File: src/rtl/fetch_stage.sv
`timescale 1ns/1ps
`default_nettype none
// ============================================================================
// fetch_stage : PC register, instruction-memory request port, skid buffer
//               and IF/ID pipeline register of the RISC-ARM pipeline.
// Revision    : 1.0 - initial release
// ============================================================================
module fetch_stage #(
  parameter logic [31:0] RESET_PC  = 32'h0000_0000,
  parameter logic [31:0] NOP_INSTR = 32'h0000_0000
) (
  input  logic        CLK,
  input  logic        CLR,
  input  logic        stall_i,
  input  logic        branch_taken_i,
  input  logic [31:0] branch_target_i,
  output logic        imem_req_o,
  output logic [31:0] imem_addr_o,
  input  logic [31:0] imem_rdata_i,
  input  logic        imem_ready_i,
  output logic [31:0] ifid_instr_o,
  output logic [31:0] ifid_pc4_o,
  output logic        ifid_valid_o,
  output logic        fetch_busy_o
);

  typedef enum logic [1:0] {
    ST_BOOT  = 2'd0,
    ST_REQ   = 2'd1,
    ST_DRAIN = 2'd2
  } state_t;

  state_t      r_state;
  logic [31:0] r_pc;
  logic [31:0] r_drain_addr;
  logic [31:0] r_skid_instr;
  logic [31:0] r_skid_pc4;
  logic        r_skid_full;
  logic [31:0] r_ifid_instr;
  logic [31:0] r_ifid_pc4;
  logic        r_ifid_valid;

  logic        w_req;
  logic        w_accept;
  logic [31:0] w_pc4;

  assign w_req    = ((r_state == ST_REQ) && !r_skid_full) || (r_state == ST_DRAIN);
  assign w_accept = (r_state == ST_REQ) && w_req && imem_ready_i;
  assign w_pc4    = r_pc + 32'd4;

  assign imem_req_o   = w_req;
  assign imem_addr_o  = (r_state == ST_DRAIN) ? r_drain_addr : r_pc;
  assign fetch_busy_o = (r_state == ST_DRAIN) ||
                        ((r_state == ST_REQ) && w_req && !imem_ready_i);

  assign ifid_instr_o = r_ifid_instr;
  assign ifid_pc4_o   = r_ifid_pc4;
  assign ifid_valid_o = r_ifid_valid;

  always_ff @(posedge CLK or negedge CLR) begin
    if (!CLR) begin
      r_state      <= ST_BOOT;
      r_pc         <= RESET_PC;
      r_drain_addr <= RESET_PC;
      r_skid_instr <= NOP_INSTR;
      r_skid_pc4   <= 32'h0;
      r_skid_full  <= 1'b0;
      r_ifid_instr <= NOP_INSTR;
      r_ifid_pc4   <= 32'h0;
      r_ifid_valid <= 1'b0;
    end else begin
      case (r_state)
        ST_BOOT: r_state <= ST_REQ;

        ST_REQ: begin
          if (branch_taken_i) begin
            // An un-completed request must still be drained before redirecting.
            r_pc         <= branch_target_i;
            r_ifid_valid <= 1'b0;
            r_ifid_instr <= NOP_INSTR;
            r_skid_full  <= 1'b0;
            if (w_req && !imem_ready_i) begin
              r_drain_addr <= r_pc;
              r_state      <= ST_DRAIN;
            end
          end else if (stall_i) begin
            if (w_accept) begin
              r_skid_instr <= imem_rdata_i;
              r_skid_pc4   <= w_pc4;
              r_skid_full  <= 1'b1;
              r_pc         <= w_pc4;
            end
          end else if (r_skid_full) begin
            r_ifid_instr <= r_skid_instr;
            r_ifid_pc4   <= r_skid_pc4;
            r_ifid_valid <= 1'b1;
            r_skid_full  <= 1'b0;
          end else if (w_accept) begin
            r_ifid_instr <= imem_rdata_i;
            r_ifid_pc4   <= w_pc4;
            r_ifid_valid <= 1'b1;
            r_pc         <= w_pc4;
          end else begin
            r_ifid_valid <= 1'b0;
            r_ifid_instr <= NOP_INSTR;
          end
        end

        ST_DRAIN: begin
          if (branch_taken_i) begin
            r_pc         <= branch_target_i;
            r_ifid_valid <= 1'b0;
            r_ifid_instr <= NOP_INSTR;
          end
          if (imem_ready_i) begin
            r_state <= ST_REQ;
          end
        end

        default: r_state <= ST_BOOT;
      endcase
    end
  end

endmodule
`default_nettype wire

File: config.mk
export PLATFORM = sky130hd
export DESIGN_NAME = fetch_stage
export DESIGN_NICKNAME = d
export VERILOG_FILES = /design/src/rtl/fetch_stage.sv
export SDC_FILE = /design/constraint.sdc
export NUM_CORES = 1
export LEC_CHECK = 0
export CAP_MARGIN = 20
export CORE_ASPECT_RATIO = 1.25
export CORE_UTILIZATION = 57
export CTS_CLUSTER_SIZE = 30
export DETAILED_ROUTE_END_ITERATION = 8
export PLACE_DENSITY = 0.85
export SETUP_SLACK_MARGIN = 0.1
export SLEW_MARGIN = 20
export SYNTH_ARGS = -nofsm -noshare
export SYNTH_HDL_FRONTEND = slang
export SYNTH_SLANG_ARGS = --single-unit
File: constraint.sdc
create_clock -name CLK -period 3.4 [get_ports CLK]
set_input_delay 1.02 -clock CLK [delete_from_list [all_inputs] [get_ports CLK]]
set_output_delay 1.02 -clock CLK [all_outputs]
set_load 0.02 [all_outputs]
---- Word level (Yosys, flattened, before mapping) ----
Index checks and enable logic that the tools add are counted.
Widths: inputs -> output; s select.
word-level totals
  register bits after elaboration ......... 196
  bits of input ports ..................... 69
  output and inout bits ................... 99
  word-level logic and storage cells ...... 68
cells by class
  mux-type cells .......................... 28
  reduce and logical (&&, ||, !) cells .... 19
  $add $sub $neg .......................... 1
  bitwise operators ....................... 2
  equal/unequal tests ..................... 9
operator list
  operator               count
  $mux 32                13
  $pmux 32 s2            2
  $add 32x3->32 const B  1
  $reduce_and 3->1       4
  $mux 1                 8
  $reduce_and 4->1       2
  $mux 2                 3
  $ne 2x2->1 const B     3
  $pmux 2 s3             1
  $logic_and 1x1->1      5
  $ne 4x4->1 const B     1
  $reduce_bool 2->1      2
  $ne 3x1->1 const B     1
  $ne 3x3->1 const B     1
  $eq 2x1->1 const B     1
  $eq 2x2->1 const B     1
  $logic_not 1->1        2
  $logic_not 2->1        1
  $logic_or 1x1->1       2
  $ne 2x1->1 const B     1
  $not 1->1              2
  $pmux 1 s2             1
  $reduce_and 2->1       1

---- Longest topological paths before layout ----
  depth in word-level cells ............... 10
  depth in mapped cells ................... 10
  gate-level depth less buffers ........... 7

---- Worst setup path after synthesis ----
No wires, ideal clock.
  kind .................................... register to output
  start point ............................. register r_state[0]
  end point ............................... output port imem_addr_o[11]
  path slack .............................. 0.678 ns
  buffers on the path ..................... 2
  stages on the path, launching flop included .. 6
  arrival time ............................ 1.702 ns
  cells stage by stage .................... dfrtp_1 > inv_1 > ha_1 > clkbuf_1 > buf_1 > mux2_2
on the way
  cells in the longest elaborated chain, start to end .. 2
RTL lines
  element                 line  text
  from (decl)             33    state_t r_state;
  from (signal assigned)  62    r_state <= ST_BOOT;
  from (signal assigned)  73    ST_BOOT: r_state <= ST_REQ;
  from (signal assigned)  84    r_state <= ST_DRAIN;
  $eq 2x2->1              52    assign imem_addr_o = (r_state == ST_DRAIN) ? r_drain_addr : r_pc;
  $mux 32                 52
  to (decl)               18    output logic [31:0] imem_addr_o,
No other way between the ends.

---- Worst setup path after layout ----
  start point ............................. input port imem_ready_i
  end point ............................... output port fetch_busy_o
on the way
  cells in the longest elaborated chain, start to end .. 3
RTL lines
  element            line  text
  from (decl)        20    input logic imem_ready_i,
  $logic_not 1->1    54    ((r_state == ST_REQ) && w_req && !imem_ready_i);
  $logic_and 1x1->1  54
  $logic_or 1x1->1   53    assign fetch_busy_o = (r_state == ST_DRAIN) ||
  to (decl)          24    output logic fetch_busy_o
No other way between the ends.

==> impl_metrics.toml <==
[outcome]
status = "finished clean"

[power]
powerDensity_nw_per_um2 = 974
totalPowerFinal_mw = 11.7
vdd.ir_drop.worst_v = 0.000593
cellLeakagePower_nw = 5.15

[route]
ant_nets = 0
finalWirelength_mm = 24.6
first_iter_violations = 709
drcViolationCount = 0
vias = 7637
first_pass_iters = 5
vias_per_cell = 5.93
wire_per_inst_um = 19.1

[synth]
yosysUniqueCellTypes = 51
avgSynthCellArea_sq_um = 10.3
synth_area_sq_um = 9480
yosysWarnings = 0
synthArstFlopShare_pct = 100
synthCells = 921
ys_seq_elements = 196
synth_edf_count = 0
syn_nets = 995
synth_ff_type = "dfrtp_1"
ys_seq_area_share_pct = 51.7

[floorplanning]
die_h_um = 146
die_area_sq_um = 17200
dieWidth_um = 117
start_util_pct = 58.5
io_pins = 168
fp-row-count = 52
core-area_sq_um = 16200

[critical_path]
cp_max_fo = 2
arrival_ns = 2.21
critical_path_required_ns = 2.38
ff2ff_setup_slack_ns = 0.83
critical_path_class = "in2out"
reg2reg_from = "r_pc[2]"
worst_r2r_endpoint = "r_skid_pc4[22]"
crit_path_start_kind = "input pin"
endpoint = "fetch_busy_o"
worstSetupStartpoint = "imem_ready_i"
cp-end-kind = "output port"
r2r_cells = 6

[place]
pre_cts_slack_ns = 0.193
place.gp.congestion = 0.912
io_buffers = 167
dp_hpwl_mm = 16.5

[clock_tree]
cts_hold_buf = 0
cts.sinks = 196
root_buffer = "clkbuf_16"
clk_latency_ns = 0.44
cts_tree = "done"
clockBufferDepth = 2
htree_levels = 4
clk_pin_slew_ns = 0.07
numCtsBuffers = 17

[sta]
hold_viol = 0
finalMaxSlewViolations = 0
fmax_mhz = 310
tightest_slew_ns = 1.02
clock_skew_ns = 0.00729
setup_ws_ns = 0.171
timing.final.crit_period_ns = 3.23
tns_ns = 0
max_slew_margin_pct = 31.9
fin_crit_sh_pct = 95.0
final-setup-viol-count = 0
whs_ns = 0.482
rsz0062_at_grt = "no"

[finish]
final_common_cell = "dfrtp_1"
ff_latch_area_sq_um = 4910
layout.nets = 1133
area_delta_synth_final_pct = 27.0
drive_above_1_share_pct = 16.2
num_antenna_cells = 0
multi_input_area_sq_um = 4270
fill_cells = 1105
layout_common_cells = "dfrtp_1, clkdlybuf4s50_1, nand2_1, mux2_2, o21ai_0"

[grt]
grt_pass1_wl_mm = 39.6
grt_overflow = 0
grt_pass1_vias = 7703
grt_max_degree = 93
antenna_found_initial = 0
grt_usage_pct = 29.6

[hold_path]
hold_path_class = "reg2reg"

[job]
maxCapViolations = 0
[flip-flops by register name, summed over array words and instances (netlist names)]
| signal | cells |
|---|---|
| ifid_instr_o | 32 |
| ifid_pc4_o | 32 |
| r_drain_addr | 32 |
| r_pc | 32 |
| r_skid_instr | 32 |
| r_skid_pc4 | 32 |
| r_state | 2 |
| ifid_valid_o | 1 |
| r_skid_full | 1 |
[synth_stat cells, types with 4 or more instances]
cell type	instances	area, sq um
dfrtp_1	196	4900
nand2_1	107	402
mux2_2	92	1040
o21ai_0	75	375
a21oi_1	65	325
clkbuf_1	58	218
nor2_1	55	206
mux2i_1	39	390
nand3_1	35	175
and3_1	17	106
o22ai_1	17	106
a2bb2oi_1	14	123
xor2_1	14	123
inv_1	13	48.8
nor3_1	11	55.1
buf_2	10	50.1
nand4_1	10	62.6
o211ai_1	10	75.1
xnor2_1	10	87.6
a31oi_1	9	56.3
buf_1	6	22.5
ha_1	5	62.6
nand2b_1	4	25.0
nor4_1	4	25.0
o21a_1	4	30.0
[critical path, cell delays in order]
cell and delay [ns]:
clkdlybuf4s50_1 0.42, o21bai_1 0.15, clkdlybuf4s50_1 0.62
[area by class of cell]
cell class,count,area share (%)
Sequential cell,196,40.7
Multi-Input combinational cell,637,35.5
Timing Repair Buffer,194,16.2
Clock buffer,18,3.65
Tap cell,216,2.24
Clock inverter,14,1.31
Inverter,13,0.405
[kinds of logic after synthesis]
kind of cell,Yosys count,synth area share [%]
DFF,196,51.7
AOI/OAI and AO/OA,210,12.9
and+or+nand+nor,267,13.8
xor gates and xnor gates,24,2.22
muxes,131,15.0
adders and majority gates,5,0.660
buffers and inverters,88,3.63
[per-stage QoR]
step	instance area, sq um	std cells	utilization (%)
4_1_cts	12000	1288	74.2
6_report	12000	1288	74.4
3_5_place_dp	11400	1256	70.6
5_1_grt	12000	1288	74.4
3_3_place_gp	11400	1256	70.6
2_1_floorplan	9480	921	-
[metal layers]
metal | vias to the layer above | routed length (um) | track usage, % | share of wire [%]
li1 | 3550 | - | - | -
met3 | 75 | 1630 | 7.62 | 6.6
met4 | 0 | 1400 | 18.8 | 5.7
met2 | 302 | 12300 | 49.1 | 50
met1 | 3710 | 9300 | 34.2 | 38
met5 | - | 0 | 0 | 0
[worst min-delay path by stage]
stage                     startpoint          endpoint  cells past startpoint
floorplan           r_drain_addr[12]  r_drain_addr[12]                      2
global placement     ifid_instr_o[1]   ifid_instr_o[1]                      2
detailed placement      ifid_valid_o      ifid_valid_o                      2
CTS                     ifid_valid_o      ifid_valid_o                      2
global route          ifid_pc4_o[17]    ifid_pc4_o[17]                      2
finish              r_drain_addr[30]  r_drain_addr[30]                      2
[power breakdown]
group	switching, mW	internal, mW
sequential	0.887	3.40
clock	0.965	1.07
combinational	2.95	2.47
total	4.80	6.93
[what timing repair did]
action	4_1_cts	5_1_grt
buffers inserted	0	0
hold endpoints to repair	0	0
setup endpoints to repair	15	14
gates resized for setup	15	14
Power figures use the tool's default switching activity.
